==> config.mk <==
export PLATFORM = sky130hd
export DESIGN_NAME = lsharp_fetch_unit
export DESIGN_NICKNAME = d
export VERILOG_FILES = /design/src/rtl/lsharp_pkg.sv /design/src/rtl/lsharp_idu.sv /design/src/rtl/lsharp_fetch_unit.sv
export SDC_FILE = /design/constraint.sdc
export NUM_CORES = 1
export LEC_CHECK = 0
export ABC_AREA = 1
export ABC_CLOCK_PERIOD_IN_PS = 1850
export CORE_ASPECT_RATIO = 0.9
export CORE_MARGIN = 3
export CORE_UTILIZATION = 42
export CTS_BUF_LIST = sky130_fd_sc_hd__clkbuf_8
export DETAILED_ROUTE_END_ITERATION = 10
export HOLD_SLACK_MARGIN = 0.15
export PLACE_DENSITY_LB_ADDON = 0.1
export SETUP_SLACK_MARGIN = 0.15
export SYNTH_ARGS = -nofsm -noshare
export SYNTH_HDL_FRONTEND = slang
export SYNTH_HIERARCHICAL = 1
export SYNTH_SLANG_ARGS = --single-unit
==> constraint.sdc <==
create_clock -name i_Clk -period 1.85 [get_ports i_Clk]
set_input_delay 0.37 -clock i_Clk [delete_from_list [all_inputs] [get_ports i_Clk]]
set_output_delay 0.37 -clock i_Clk [all_outputs]
set_load 0.005 [all_outputs]
==> src/rtl/lsharp_pkg.sv <==
// Shared definitions for the LSharp core: 16-bit register one-hot indices,
// fetch state encoding and the CB prefix opcode.
package lsharp_pkg;

  localparam int REG_WZ = 0;
  localparam int REG_BC = 1;
  localparam int REG_DE = 2;
  localparam int REG_HL = 3;
  localparam int REG_SP = 4;
  localparam int REG_PC = 5;

  localparam logic [7:0] CB_PREFIX = 8'hCB;

  typedef enum logic [1:0] {
    ST_IDLE,
    ST_ADDR,
    ST_READ,
    ST_VALID
  } fetch_state_e;

endpackage

==> src/rtl/lsharp_idu.sv <==
// 16-bit increment unit; wraps 16'hFFFF to 16'h0000.
module lsharp_idu (
  input  logic [15:0] value,
  output logic [15:0] result
);

  assign result = value + 16'd1;

endmodule

==> src/rtl/lsharp_fetch_unit.sv <==
// Opcode fetch unit: reads PC, fetches one byte, writes PC+1, hands the opcode
// to the decoder. Define LSHARP_CB_PREFIX_EN to fetch CB-prefixed opcodes as one unit.
module lsharp_fetch_unit #(
  parameter int         PC_SEL    = lsharp_pkg::REG_PC,
  parameter logic [7:0] CB_PREFIX = lsharp_pkg::CB_PREFIX
) (
  input  logic        i_Clk,
  input  logic        i_Reset,
  input  logic        i_Enable,
  input  logic        i_Fetch_En,
  output logic [7:0]  o_Read16,
  output logic [7:0]  o_Write16,
  output logic [15:0] o_Bus16,
  input  logic [15:0] i_Bus16,
  output logic [15:0] o_Mem_Addr,
  output logic        o_Mem_Rd,
  input  logic [7:0]  i_Mem_Data,
  input  logic        i_Mem_Wait,
  output logic [7:0]  o_Opcode,
  output logic        o_Op_CB,
  output logic        o_Op_Valid,
  input  logic        i_Op_Ready,
  output logic        o_Busy
);

  import lsharp_pkg::*;

  localparam logic [7:0] PC_MASK = 8'b0000_0001 << PC_SEL;

  fetch_state_e state;
  logic [15:0]  addr;
  logic [15:0]  pc_next;
  logic [7:0]   opcode;
  logic         cb_flag;
  logic         read_done;

`ifdef LSHARP_CB_PREFIX_EN
  localparam bit CB_EN = 1'b1;
  assign o_Op_CB = cb_flag;
`else
  localparam bit CB_EN = 1'b0;
  assign o_Op_CB = 1'b0;
`endif

  lsharp_idu u_idu (
    .value  (addr),
    .result (pc_next)
  );

  // A read completes only on an enabled, unstalled READ cycle; this gates the PC write.
  assign read_done = (state == ST_READ) && i_Enable && !i_Mem_Wait;

  always_ff @(posedge i_Clk or posedge i_Reset) begin
    // NOTE: non-blocking assignments keep every register update in this block
    // reading the pre-edge values, so statement order cannot change behaviour.
    if (i_Reset) begin
      state   <= ST_IDLE;
      addr    <= '0;
      opcode  <= '0;
      cb_flag <= 1'b0;
    end else if (i_Enable) begin
      case (state)
        ST_IDLE: begin
          if (i_Fetch_En) state <= ST_ADDR;
        end
        ST_ADDR: begin
          addr  <= i_Bus16;
          state <= ST_READ;
        end
        ST_READ: begin
          if (!i_Mem_Wait) begin
            opcode <= i_Mem_Data;
            if (CB_EN && !cb_flag && (i_Mem_Data == CB_PREFIX)) begin
              cb_flag <= 1'b1;
              state   <= ST_ADDR;
            end else begin
              state <= ST_VALID;
            end
          end
        end
        ST_VALID: begin
          if (i_Op_Ready) begin
            cb_flag <= 1'b0;
            state   <= i_Fetch_En ? ST_ADDR : ST_IDLE;
          end
        end
        default: state <= ST_IDLE;
      endcase
    end
  end

  assign o_Read16   = (state == ST_ADDR) ? PC_MASK : 8'h00;
  assign o_Write16  = read_done ? PC_MASK : 8'h00;
  assign o_Bus16    = (state == ST_READ) ? pc_next : 16'h0000;
  assign o_Mem_Addr = addr;
  assign o_Mem_Rd   = (state == ST_READ) && i_Enable;
  assign o_Opcode   = opcode;
  assign o_Op_Valid = (state == ST_VALID);
  assign o_Busy     = (state != ST_IDLE);

endmodule

* Word level (Yosys, flattened, before mapping)
Cells that the tools add are included. W data, S select, Z words.
Storage, ports and cells: input bits 30, bits in registers 26, word-level logic and storage cells 27, output and inout bits 60
Operators by class: add/subtract/negate cells 1, eq/ne operators 6, bitwise gates (word level) 1, muxes and demuxes 8, reductions and logical operators 8
Operators by type and width (count):
- $add A16 B1 Y16 const B | 1
- $mux W16 | 1
- $mux W6 | 2
- $pmux W2 S4 | 1
- $mux W2 | 3
- $eq A2 B2 Y1 const B | 2
- $ne A2 B2 Y1 const B | 2
- $reduce_and A4 Y1 | 1
- $reduce_and A3 Y1 | 1
- $eq A2 B1 Y1 const B | 1
- $logic_and A1 B1 Y1 | 2
- $logic_not A2 Y1 | 1
- $ne A2 B1 Y1 const B | 1
- $reduce_and A2 Y1 | 1
- $reduce_bool A2 Y1 | 1
- $logic_not A1 Y1 | 1
- $mux W1 | 1
- $not A1 Y1 | 1

* Logic depth before layout (Yosys ltp)
depth in word-level cells 4, mapped depth 9, mapped depth without buffers 9

* By module
Netlist, hierarchy kept.
Modules (own cells, without submodules):
- lsharp_fetch_unit | cells each 192, sequential area each 650.6 µm², times used 1, area each 1441.4 µm²
- lsharp_idu | cells each 72, sequential area each 0.0 µm², times used 1, area each 397.9 µm²

* Least setup slack after synthesis
OpenSTA, ideal clock, no wires.
kind register -> output, from reg state[0], to out o_Write16[5], path buffers 3, data required time 1.480 ns, cell stages (with the launch flop) 9, arrival 1.332 ns, slack 0.148 ns, cell sequence dfrtp_1 > inv_1 > ha_1 > buf_4 > nand2_2 > or2_1 > buf_6 > clkinv_8 > buf_4
On the way: cells in the longest elaborated chain, start to end 4
Ends and longest elaborated chain:
- from (decl) | line lsharp_fetch_unit.sv:30 | fetch_state_e state;
- from (signal assigned) | line lsharp_fetch_unit.sv:84 | state <= i_Fetch_En ? ST_ADDR : ST_IDLE;
- $eq A2 B2 Y1 | line lsharp_fetch_unit.sv:51 | assign read_done = (state == ST_READ) && i_Enable && !i_Mem_Wait;
- $logic_and A1 B1 Y1 (2 in a row) | line lsharp_fetch_unit.sv:51
- named net read_done | line lsharp_fetch_unit.sv:35 | logic read_done;
- $mux W6 | line lsharp_fetch_unit.sv:93 | assign o_Write16 = read_done ? PC_MASK : 8'h00;
- to (decl) | line lsharp_fetch_unit.sv:12 | output logic [7:0] o_Write16,
The timed path passes the listed nets, and every way through them passes these cells.

* Worst setup path in the final report
from reg addr[1], in the netlist o_Mem_Addr[1], to out o_Bus16[13]
On the way: cells in the longest elaborated chain, start to end 2
Ends and longest elaborated chain:
- from (decl) | line lsharp_fetch_unit.sv:31 | logic [15:0] addr;
- from (signal assigned) | line lsharp_fetch_unit.sv:67 | addr <= i_Bus16;
- $add A16 B1 Y16 | line lsharp_idu.sv:7 | assign result = value + 16'd1;
- named net pc_next[13] | line lsharp_fetch_unit.sv:32 | logic [15:0] pc_next;
- $mux W16 | line lsharp_fetch_unit.sv:94 | assign o_Bus16 = (state == ST_READ) ? pc_next : 16'h0000;
- to (decl) | line lsharp_fetch_unit.sv:13 | output logic [15:0] o_Bus16,
The timed path passes the listed nets, and every way through them passes these cells.

==> reports/qor.yml <==
synth:
  syn_inst: 264
  synth_top_area_share_pct: 35.37
  ys_warn_count: 6
  syn_avg_cell_area_um2: 6.967
  yosysTopAreaCell: "dfrtp_1"
  ys_seq_area_share_pct: 35.37
  ys_ff_latch: 26
  synth_cell_type_count: 26
  synth_area_um2: 1839
  synthTopCellsByArea: "dfrtp_1 (35%), nand2_1 (22%), buf_4 (7.3%), inv_1 (6.5%), nand3_1 (5.7%)"
cells_and_area:
  drive_gt1_share_pct: 37.38
  fillCellCount: 261
  fin_util_pct: 82.60
  fin_cells: 464
  multi_input_area_um2: 1134
  final_nets: 441
  syn_to_final_growth_pct: 86.67
  n_antenna_cell: 0
  ff_latch_area_um2: 654.4
  fin_area_um2: 3433
sta:
  final_hold_viol_count: 0
  rsz0062_at_grt: "true"
  final.setup_skew_ps: 5.600
  period_needed_ps: 2113
  finalSetupViolCount: 14
  fmax_ghz: 0.4733
  finalSetupTns_ps: -2537
  post-route-period-util_pct: 114.2
  final_max_slew_viol_count: 0
  hold_slack_ps: 441.5
  layout_setup_ws_ps: -262.8
outcome:
  violations: "setup timing"
  status: "finished with violations"
detailed_routing:
  vias: 2085
  wl_um: 6021
  antenna_left: 0
  vias_per_cell: 4.494
  drc: 0
  drt_iter0_drc: 116
  post_drt_wl_per_cell_um: 12.98
  dr.pass1.iters: 4
die:
  initial_utilization_pct: 44.25
  rows: 22
  fp.dieArea_um2: 5210
  ios: 90
  dieWidth_um: 75.76
  core-area_um2: 4156
  die_y_um: 68.78
worst_setup_path:
  crit_fanout: 3
  cp-end-kind: "primary output"
  critPathLaunchType: "flip-flop"
  worst_ep_required_time_ps: 1480
  path_class: "flip-flop to primary output"
  cp.arrival_ps: 1740
global_route:
  antenna_found_initial: 0
  gr-total-overflow: 0
  grt_max_degree: 27
  grt_pass1_vias: 1962
  track_usage_pct: 21.66
  grt_pass1_wl_um: 8756
clocking:
  clk_path_buf_depth: 2
  path_clk_slew_ps: 90
  cts_hold_buf: 0
  cts-buffers-inserted: 3
  htreeDepth: 1
  cts_root_buf: "clkbuf_8"
  cts_sinks: 26
  cts_tree: "yes"
  clk_latency_ps: 270
place:
  dpl.cell_count: 424
  dpl_worst_slack_ps: -290.6
  numPortBuffers: 74
  hpwlAfterDp_um: 3546
  gp_congestion: 0.8201
  place_area_um2: 2808
run:
  max-cap-violations: 0
pwr:
  vdd_drop_max_v: 0.0008156
  leakagePower_nw: 1.984
  power_mw: 4.732
  power_density_nw_per_um2: 1378
worst_hold_path:
  hold_class: "primary input to async pin"
==> power breakdown <==
part,internal [mW],leakage [nW],total (mW),switching [mW]
Clock,0.190,0.0288,0.366,0.176
Sequential,0.838,0.321,1.12,0.279
Combinational,1.87,1.63,3.25,1.38
==> sequential cells by signal, summed over array words and instances (netlist names) <==
signal / cells
o_Opcode: 8
o_Mem_Addr: 16
state: 2
==> kinds of logic after synthesis <==
logic type,count (synthesis),share of synthesized area (%)
simple gates,161,38.84
fa+ha+maj,6,4.082
compound gates,4,1.088
flops,26,35.37
xor+xnor,7,3.333
buf+inv,59,17.07
other cells,1,0.2039
==> synthesized netlist by cell type <==
master    instances
nand3_2           1
o21ai_1           3
nand2_2           6
buf_2             4
dfrtp_1          26
inv_1            32
conb_1            1
clkinv_8          1
nand2_4           1
buf_4            18
clkbuf_1          1
clkinv_1          1
nand3_1          21
xnor2_1           4
a21oi_1           1
inv_2             1
xor2_1            3
nand2_1         110
buf_6             1
ha_1              6
or2_1             1
nand3b_1          2
nand4_1           3
nor2_4            3
nor2_2            6
nor2_1            7
==> worst paths after layout <==
path | end | from | slack (ps) | cells after the start
hold / removal | o_Opcode[7]$_DFFE_PP0P_ | i_Reset | 440 | 3
max in group asynchronous | o_Mem_Addr[11]$_DFFE_PP0P_ | i_Reset | 1130 | 3
min in group i_Clk | o_Opcode[4]$_DFFE_PP0P_ | o_Opcode[4]$_DFFE_PP0P_ | 500 | 2
hold reg to reg | o_Opcode[4]$_DFFE_PP0P_ | o_Opcode[4]$_DFFE_PP0P_ | 500 | 2
setup reg to reg | o_Mem_Addr[8]$_DFFE_PP0P_ | state[0]$_DFFE_PP0P_ | 230 | 9
setup / recovery | o_Bus16[13] | o_Mem_Addr[1]$_DFFE_PP0P_ | -260 | 11
==> worst max-delay path, stage by stage (launching register included) <==
cell and delay, ps:
dfrtp_1 470, buf_6 130, buf_6 100, buf_6 100
nand3_4 70, nor2_4 140, buf_6 110, nand4_1 70
nand2_1 80, nand2_1 60, inv_1 40, buf_2 100
==> repair_timing <==
| action | in CTS | in global routing |
|---|---|---|
| gates cloned | 1 | 0 |
| gates resized for setup | 143 | 41 |
| setup buffers | 23 | 12 |
| endpoints found under the setup margin | 25 | 29 |
| pin swaps | 31 | 19 |
==> layout make-up <==
class                   count  share of cell area [%]
well taps                  60                   2.187
multi-input cells         193                   33.02
inverters                  35                   4.410
clock buffers               4                   1.603
flip-flops and latches     26                   19.06
repair buffers            146                   39.72
==> cells in the final DEF, fill, tap and decap left out, types with 3 or more instances in the layout <==
cell / netlist / routed
buf_2: 4 / 14
inv_1: 32 / 26
buf_4: 18 / 43
nand2_1: 110 / 104
ha_4: 0 / 5
buf_6: 1 / 32
nand2_4: 1 / 6
conb_1: 1 / 15
nand3_1: 21 / 18
nand2_2: 6 / 7
clkdlybuf4s50_1: 0 / 42
nor2_1: 7 / 6
o21ai_2: 0 / 3
clkbuf_8: 0 / 4
inv_2: 1 / 6
nand4_1: 3 / 3
dlymetal6s2s_1: 0 / 8
dfrtp_2: 0 / 3
nor2_4: 3 / 7
nor2_2: 6 / 3
dfrtp_1: 26 / 23
xnor2_2: 0 / 4
==> per-layer routing <==
metal  global-route usage (%)  share of wire [%]  vias to the layer above
met4                    3.930               0.50                        0
met5                        0                  0                        -
met3                    3.913                6.0                        4
li1                         -                  -                     1044
met2                    39.21                 52                       76
met1                    26.96                 42                      961
No activity file was read; power rests on OpenSTA's default activity.
